**src/rtl/arc_pkg.sv**
```systemverilog
// Shared control-pipeline types and encodings.
// Stage bundles split the decoded controls by the stage that consumes them.
package arc_pkg;

    localparam logic [1:0] ALUOP_MEM   = 2'b00;
    localparam logic [1:0] ALUOP_RTYPE = 2'b10;
    localparam logic [1:0] ALUOP_IMM   = 2'b11;

    localparam logic [3:0] OTHER_ANDI = 4'b0001;
    localparam logic [3:0] OTHER_ORI  = 4'b0010;
    localparam logic [3:0] OTHER_XORI = 4'b0011;
    localparam logic [3:0] OTHER_BEQ  = 4'b0100;
    localparam logic [3:0] OTHER_BNE  = 4'b0101;

    typedef struct packed {
        logic [1:0] aluop;
        logic [3:0] other;
        logic       alusrc;
        logic       branch;
    } ex_ctrl_t;

    typedef struct packed {
        logic memread;
        logic memwrite;
    } mem_ctrl_t;

    typedef struct packed {
        logic regwrite;
        logic memtoreg;
    } wb_ctrl_t;

    typedef struct packed {
        logic       valid;
        ex_ctrl_t   ex;
        mem_ctrl_t  mem;
        wb_ctrl_t   wb;
        logic [4:0] dst;
    } id_ex_t;

    typedef struct packed {
        logic       valid;
        mem_ctrl_t  mem;
        wb_ctrl_t   wb;
        logic [4:0] dst;
    } ex_mem_t;

    typedef struct packed {
        logic       valid;
        wb_ctrl_t   wb;
        logic [4:0] dst;
    } mem_wb_t;

endpackage

```
**src/rtl/ctrl_hazard.sv**
```systemverilog
// Branch resolution and load-use detection for the instruction in EX.
// A taken branch squashes ID, so it suppresses any stall request.
module ctrl_hazard
    import arc_pkg::*;
(
    input  logic       i_ex_valid,
    input  logic       i_ex_branch,
    input  logic [3:0] i_ex_other,
    input  logic       i_ex_memread,
    input  logic [4:0] i_ex_dst,
    input  logic       i_zero,
    input  logic       i_id_valid,
    input  logic [4:0] i_id_rs,
    input  logic [4:0] i_id_rt,
    output logic       o_pcsrc,
    output logic       o_stall
);

    logic br_cond;
    logic use_hit;

    always_comb begin
        br_cond = 1'b0;
        unique case (i_ex_other)
            OTHER_BEQ: br_cond = i_zero;
            OTHER_BNE: br_cond = ~i_zero;
            default:   br_cond = 1'b0;
        endcase
    end

    assign o_pcsrc = i_ex_valid & i_ex_branch & br_cond;

    assign use_hit = (i_ex_dst == i_id_rs) | (i_ex_dst == i_id_rt);

    assign o_stall = i_ex_valid & i_ex_memread & (i_ex_dst != 5'd0)
                   & i_id_valid & use_hit & ~o_pcsrc;

endmodule

```
**src/rtl/ctrl_pipe.sv**
```systemverilog
// Control-signal pipeline: ID/EX, EX/MEM, MEM/WB registers
// with hold, branch squash and load-use bubble insertion.
module ctrl_pipe
    import arc_pkg::*;
(
    input  logic       i_clk,
    input  logic       i_rst_n,
    input  logic       i_cp_hold,
    input  logic       i_cp_valid,
    input  logic       i_cp_regdst,
    input  logic       i_cp_branch,
    input  logic       i_cp_memread,
    input  logic       i_cp_memtoreg,
    input  logic       i_cp_memwrite,
    input  logic       i_cp_alusrc,
    input  logic       i_cp_regwrite,
    input  logic [1:0] i_cp_aluop,
    input  logic [3:0] i_cp_other,
    input  logic [4:0] i_cp_rs,
    input  logic [4:0] i_cp_rt,
    input  logic [4:0] i_cp_rd,
    input  logic       i_cp_zero,
    output logic [1:0] o_cp_ex_aluop,
    output logic [3:0] o_cp_ex_other,
    output logic       o_cp_ex_alusrc,
    output logic       o_cp_mem_memread,
    output logic       o_cp_mem_memwrite,
    output logic       o_cp_wb_regwrite,
    output logic       o_cp_wb_memtoreg,
    output logic [4:0] o_cp_wb_dst,
    output logic       o_cp_pcsrc,
    output logic       o_cp_stall
);

    id_ex_t  id_ex_q,  id_ex_d;
    ex_mem_t ex_mem_q, ex_mem_d;
    mem_wb_t mem_wb_q, mem_wb_d;
    id_ex_t  id_cap;

    ctrl_hazard u_hazard (
        .i_ex_valid   (id_ex_q.valid),
        .i_ex_branch  (id_ex_q.ex.branch),
        .i_ex_other   (id_ex_q.ex.other),
        .i_ex_memread (id_ex_q.mem.memread),
        .i_ex_dst     (id_ex_q.dst),
        .i_zero       (i_cp_zero),
        .i_id_valid   (i_cp_valid),
        .i_id_rs      (i_cp_rs),
        .i_id_rt      (i_cp_rt),
        .o_pcsrc      (o_cp_pcsrc),
        .o_stall      (o_cp_stall)
    );

    always_comb begin
        id_cap              = '0;
        id_cap.valid        = 1'b1;
        id_cap.ex.aluop     = i_cp_aluop;
        id_cap.ex.other     = i_cp_other;
        id_cap.ex.alusrc    = i_cp_alusrc;
        id_cap.ex.branch    = i_cp_branch;
        id_cap.mem.memread  = i_cp_memread;
        id_cap.mem.memwrite = i_cp_memwrite;
        id_cap.wb.regwrite  = i_cp_regwrite;
        id_cap.wb.memtoreg  = i_cp_memtoreg;
        id_cap.dst          = i_cp_regdst ? i_cp_rd : i_cp_rt;
    end

    // Hold keeps every stage; otherwise downstream always advances.
    always_comb begin
        id_ex_d  = id_ex_q;
        ex_mem_d = ex_mem_q;
        mem_wb_d = mem_wb_q;
        if (!i_cp_hold) begin
            mem_wb_d.valid = ex_mem_q.valid;
            mem_wb_d.wb    = ex_mem_q.wb;
            mem_wb_d.dst   = ex_mem_q.dst;
            ex_mem_d.valid = id_ex_q.valid;
            ex_mem_d.mem   = id_ex_q.mem;
            ex_mem_d.wb    = id_ex_q.wb;
            ex_mem_d.dst   = id_ex_q.dst;
            if (o_cp_pcsrc || o_cp_stall || !i_cp_valid) begin
                id_ex_d = '0;
            end else begin
                id_ex_d = id_cap;
            end
        end
    end

    always_ff @(posedge i_clk) begin
        if (!i_rst_n) begin
            id_ex_q  <= '0;
            ex_mem_q <= '0;
            mem_wb_q <= '0;
        end else begin
            id_ex_q  <= id_ex_d;
            ex_mem_q <= ex_mem_d;
            mem_wb_q <= mem_wb_d;
        end
    end

    assign o_cp_ex_aluop     = id_ex_q.ex.aluop & {2{id_ex_q.valid}};
    assign o_cp_ex_other     = id_ex_q.ex.other & {4{id_ex_q.valid}};
    assign o_cp_ex_alusrc    = id_ex_q.ex.alusrc & id_ex_q.valid;
    assign o_cp_mem_memread  = ex_mem_q.mem.memread & ex_mem_q.valid;
    assign o_cp_mem_memwrite = ex_mem_q.mem.memwrite & ex_mem_q.valid;
    assign o_cp_wb_regwrite  = mem_wb_q.wb.regwrite & mem_wb_q.valid;
    assign o_cp_wb_memtoreg  = mem_wb_q.wb.memtoreg & mem_wb_q.valid;
    assign o_cp_wb_dst       = mem_wb_q.dst & {5{mem_wb_q.valid}};

endmodule

```
**config.mk**
```make
export PLATFORM = sky130hd
export DESIGN_NAME = ctrl_pipe
export DESIGN_NICKNAME = d
export VERILOG_FILES = /design/src/rtl/arc_pkg.sv /design/src/rtl/ctrl_hazard.sv /design/src/rtl/ctrl_pipe.sv
export SDC_FILE = /design/constraint.sdc
export NUM_CORES = 1
export LEC_CHECK = 0
export CORE_ASPECT_RATIO = 0.5
export CORE_UTILIZATION = 40
export DETAILED_ROUTE_END_ITERATION = 8
export MAX_ROUTING_LAYER = met4
export PLACE_DENSITY = 0.82
export SETUP_SLACK_MARGIN = 0.5
export SLEW_MARGIN = 20
export SYNTH_ARGS = -nofsm -noshare
export SYNTH_HDL_FRONTEND = slang
export SYNTH_HIERARCHICAL = 1
export SYNTH_SLANG_ARGS = --single-unit
```
**constraint.sdc**
```tcl
create_clock -name i_clk -period 5.05 [get_ports i_clk]
set_clock_uncertainty 0.2 [all_clocks]
set_input_delay 1.2625 -clock i_clk [delete_from_list [all_inputs] [get_ports i_clk]]
set_output_delay 1.2625 -clock i_clk [all_outputs]
set_load 0.005 [all_outputs]
```
; ---- Word level (Yosys, flattened, before mapping)
; Cells that the tools add are included.
[totals]
out_inout_bits = 18
register_bits = 36
[op_classes]
bitwise = 18
n_mux = 3
n_eq_ne = 4
reduce_logical = 4
[ops]
columns = op, count
row1 = $mux W18, 1
row2 = $and A1 B1 Y1, 12
row3 = $eq A5 B5 Y1, 2
row4 = $eq A4 B3 Y1 const B, 2
row5 = $and A5 B5 Y5, 1
row6 = $mux W5, 1
row7 = $reduce_bool A5 Y1, 1
row8 = $and A4 B4 Y4, 1
row9 = $and A2 B2 Y2, 1
row10 = $logic_or A1 B1 Y1, 2
row11 = $not A1 Y1, 2
row12 = $pmux W1 S2, 1
row13 = $logic_not A1 Y1, 1
row14 = $or A1 B1 Y1, 1

; ---- Logic depth before layout (Yosys ltp)
[logic_depth]
word_depth = 8
ltp_mapped = 8
mapped_depth_nobuf = 7

; ---- Hierarchy
; The synthesis kept the hierarchy.
[modules_own_cells]
columns = mod, seq_area_each_um2, instances, area_per_inst_um2, cells_per_inst
row1 = ctrl_pipe, 720.7, 1, 1487.7, 138
row2 = ctrl_hazard, 0.0, 1, 166.4, 22

; ---- Worst setup path after synthesis
; OpenSTA, ideal clock, no wires.
[synth_timing]
path_type = in2out
from = input i_cp_rt[3]
to = output o_cp_stall
stages = 4
arrival_ns = 1.983
path_slack_ns = 1.604
n_path_buf = 0
path_cell_list = xor2_1 nor3_2 nand3_1 a211oi_2
[synth_via]
elab_chain_len = 4
[synth_rtl]
columns = element, line
row1 = "start, declared", ctrl_pipe.sv:20  ; input logic [4:0] i_cp_rt,
row2 = $eq A5 B5 Y1, ctrl_hazard.sv:33  ; assign use_hit = (i_ex_dst == i_id_rs) | (i_ex_dst == i_id_rt);
row3 = $or A1 B1 Y1, ctrl_hazard.sv:33
row4 = $and A1 B1 Y1 (2 in a row), ctrl_hazard.sv:36  ; & i_id_valid & use_hit & ~o_pcsrc;
row5 = "end, declared", ctrl_pipe.sv:32  ; output logic o_cp_stall
; No other way between the ends.

; ---- Worst setup path in the final report
; Same ends and word-level chain as after synthesis.

==> impl_metrics.ini <==
[run_status]
outcome = finished clean

[timing]
max_freq_mhz = 222
period_share_pct = 89.0
fin_crit_ps = 4500
worst_hold_slack_ps = 310
finalHoldViolCount = 0
worst_slack_ps = 553
slew_headroom_pct = 36.3
rsz0062_at_grt = yes
tns_ps = 0
setup_viol = 0
drv_slew = 0
worst_slew_pin_slew_ps = 951

[cts]
cts_buffer_depth = 2
clock_latency_ps = 290
cts_sinks = 36
path_clk_slew_ps = 70
cts_buffers = 5
ctsHoldBuffers = 0
ctsRootBufferMaster = clkbuf_8
cts_tree = yes
htreeDepth = 2

[synth]
ys_types = 21
syn_area_per_cell_sq_um = 10.3
syn_inst = 160
synth_seq_cells = 36
synth-seq-area-share_pct = 43.6
syn-num-nets = 193
ys_warn_count = 6
syn-cell-area_sq_mm = 0.00165

[placement]
place_inst = 256
place_hpwl_mm = 2.34
post-place-ws_ps = 541
place_congestion = 0.743
place_area_sq_mm = 0.00217
port_buffers = 50

[die]
initial_utilization_pct = 42.2
die_x_microns = 92.9
io_pins = 51
core_sq_mm = 0.00392
dieHeight_microns = 47.5
fp.dieArea_sq_mm = 0.00441
rows = 16

[worst_setup_path]
max_stage_delay_ps = 560
cp_cell_sequence = clkdlybuf4s50_1 -> xor2_1 -> nor3_2 -> nand3_1 -> a211oi_4 -> clkdlybuf4s50_1
critPathKind = in2out
crit_family = buffers and inverters
crit_top_cell = clkdlybuf4s50_1
path_max_fanout = 2
required_ps = 3590
cp.buffers_inverters = 2
arrival_ps = 3030
cpMaxStageDelayCell = clkdlybuf4s50_1
critPathLaunchType = primary input
crit_path_end_kind = output pin

[global_routing]
grt_pass1_wl_mm = 5.08
track_usage_pct = 16.3
gr-total-overflow = 0
grt_max_degree = 38
antenna_found_initial = 0
first_global_vias = 1080

[cells_and_area]
instances_no_fill = 264
areaGrowthSynthToFinish_pct = 37.1
regArea_sq_um = 721
fill_cells = 371
fin_util_pct = 57.8
final_area_sq_mm = 0.00227
drive_gt1_share_pct = 8.57
final_nets = 242
diodes = 0
multi_input_area_sq_um = 897

[drt]
drt-vias-per-instance = 4.81
totalWireLength_mm = 3.45
drtIter0Drc = 38
drtPass1Iterations = 4
wl_per_cell_microns = 13.1
postRouteAntennaNets = 0
drc_errors = 0
vias = 1269

[power]
irDropWorstVdd_mv = 0.115
power.density_mw_per_mm2 = 255
power_uw = 578
p_leak_nw = 0.839

[run]
max_cap_violations = 0

[min_path]
worstHoldPathType = reg2reg
[flip-flops by register name (all words and copies together) (netlist names)]
| signal | count |
|---|---|
| id_ex_q | 18 |
| ex_mem_q | 10 |
| mem_wb_q | 8 |
[cells in the final DEF (no fill, tap or decap)]
| cell | instances |
|---|---|
| nand3_1 | 2 |
| nor2b_1 | 36 |
| mux2i_1 | 18 |
| buf_2 | 1 |
| xnor2_1 | 5 |
| a211oi_4 | 1 |
| clkbuf_8 | 5 |
| clkdlybuf4s50_1 | 49 |
| mux2_2 | 5 |
| a21oi_1 | 1 |
| nor4b_4 | 1 |
| nand4_1 | 1 |
| nand4b_1 | 1 |
| nor3_1 | 2 |
| clkinv_2 | 2 |
| nor3_2 | 2 |
| dfxtp_1 | 36 |
| clkinv_4 | 1 |
| a22oi_1 | 17 |
| nor2_1 | 1 |
| nand2_1 | 1 |
| and2_1 | 16 |
| xor2_1 | 6 |
[cell usage after synthesis, drive strengths merged]
library cell  instances  area share [%]
mux2i                18              11
nor2                  1            0.23
nor4b                 1             1.4
mux2                  5             3.4
nor3                  4             1.5
buf                   5             2.3
nand4b                1            0.53
nand4                 1            0.38
xnor2                 5             2.6
clkbuf                3            0.68
and2                 16             6.1
a21oi                 1            0.30
nand3                 2            0.61
dfxtp                36              44
a211oi                1            0.76
a22oi                17             7.7
xor2                  6             3.2
nor2b                36              14
nand2                 1            0.23
[power by group]
group	internal, mW	switching, mW	leakage [nW]
clock network	0.0962	0.110	0.0479
registers	0.292	0.00777	0.292
logic	0.0455	0.0271	0.499
[worst reg2reg max path, cell delays in order (launching register included)]
cell,delay [ps]
dfxtp_1,520
nand4b_1,180
nor3_2,370
a211oi_4,80
nor4b_4,850
a22oi_1,170
nor2b_1,170
[per-layer routing]
metal  part of all wire [%]  routed length, microns  GRT usage (%)
met2                     46                    1600           25.4
met5                      0                       0              -
met4                    1.3                      45           7.38
met1                     49                    1700           20.1
met3                    3.2                     109           4.76
[kinds of logic after synthesis]
| logic type | Yosys count | synth area share (%) |
|---|---|---|
| AOI/OAI and AO/OA | 19 | 8.77 |
| xor gates and xnor gates | 11 | 5.82 |
| buffers and inverters | 8 | 2.95 |
| DFF | 36 | 43.6 |
| muxes | 23 | 14.3 |
| and+or+nand+nor | 63 | 24.6 |
[cell type report]
class	instances	area share, %
flip-flops and latches	36	31.8
well taps	54	2.98
clock buffers	5	3.03
clock inverters	3	0.827
multi-input cells	116	39.5
repair buffers	50	21.8
[worst paths after layout]
path	start	end	slack [ps]	cells after the start
min	mem_wb_q[3]$_SDFFE_PN0N_	mem_wb_q[3]$_SDFFE_PN0N_	310	2
max	i_cp_rt[3]	o_cp_stall	550	6
min reg2reg	mem_wb_q[3]$_SDFFE_PN0N_	mem_wb_q[3]$_SDFFE_PN0N_	310	2
max reg2reg	id_ex_q[17]$_SDFFE_PN0N_	id_ex_q[0]$_SDFFE_PN0N_	2420	6
[repair_timing]
action | 4_1_cts | 5_1_grt
buffers inserted | 0 | 0
gates resized for setup | 0 | 2
setup endpoints to repair | 0 | 1
No activity file was read; power rests on OpenSTA's default activity.
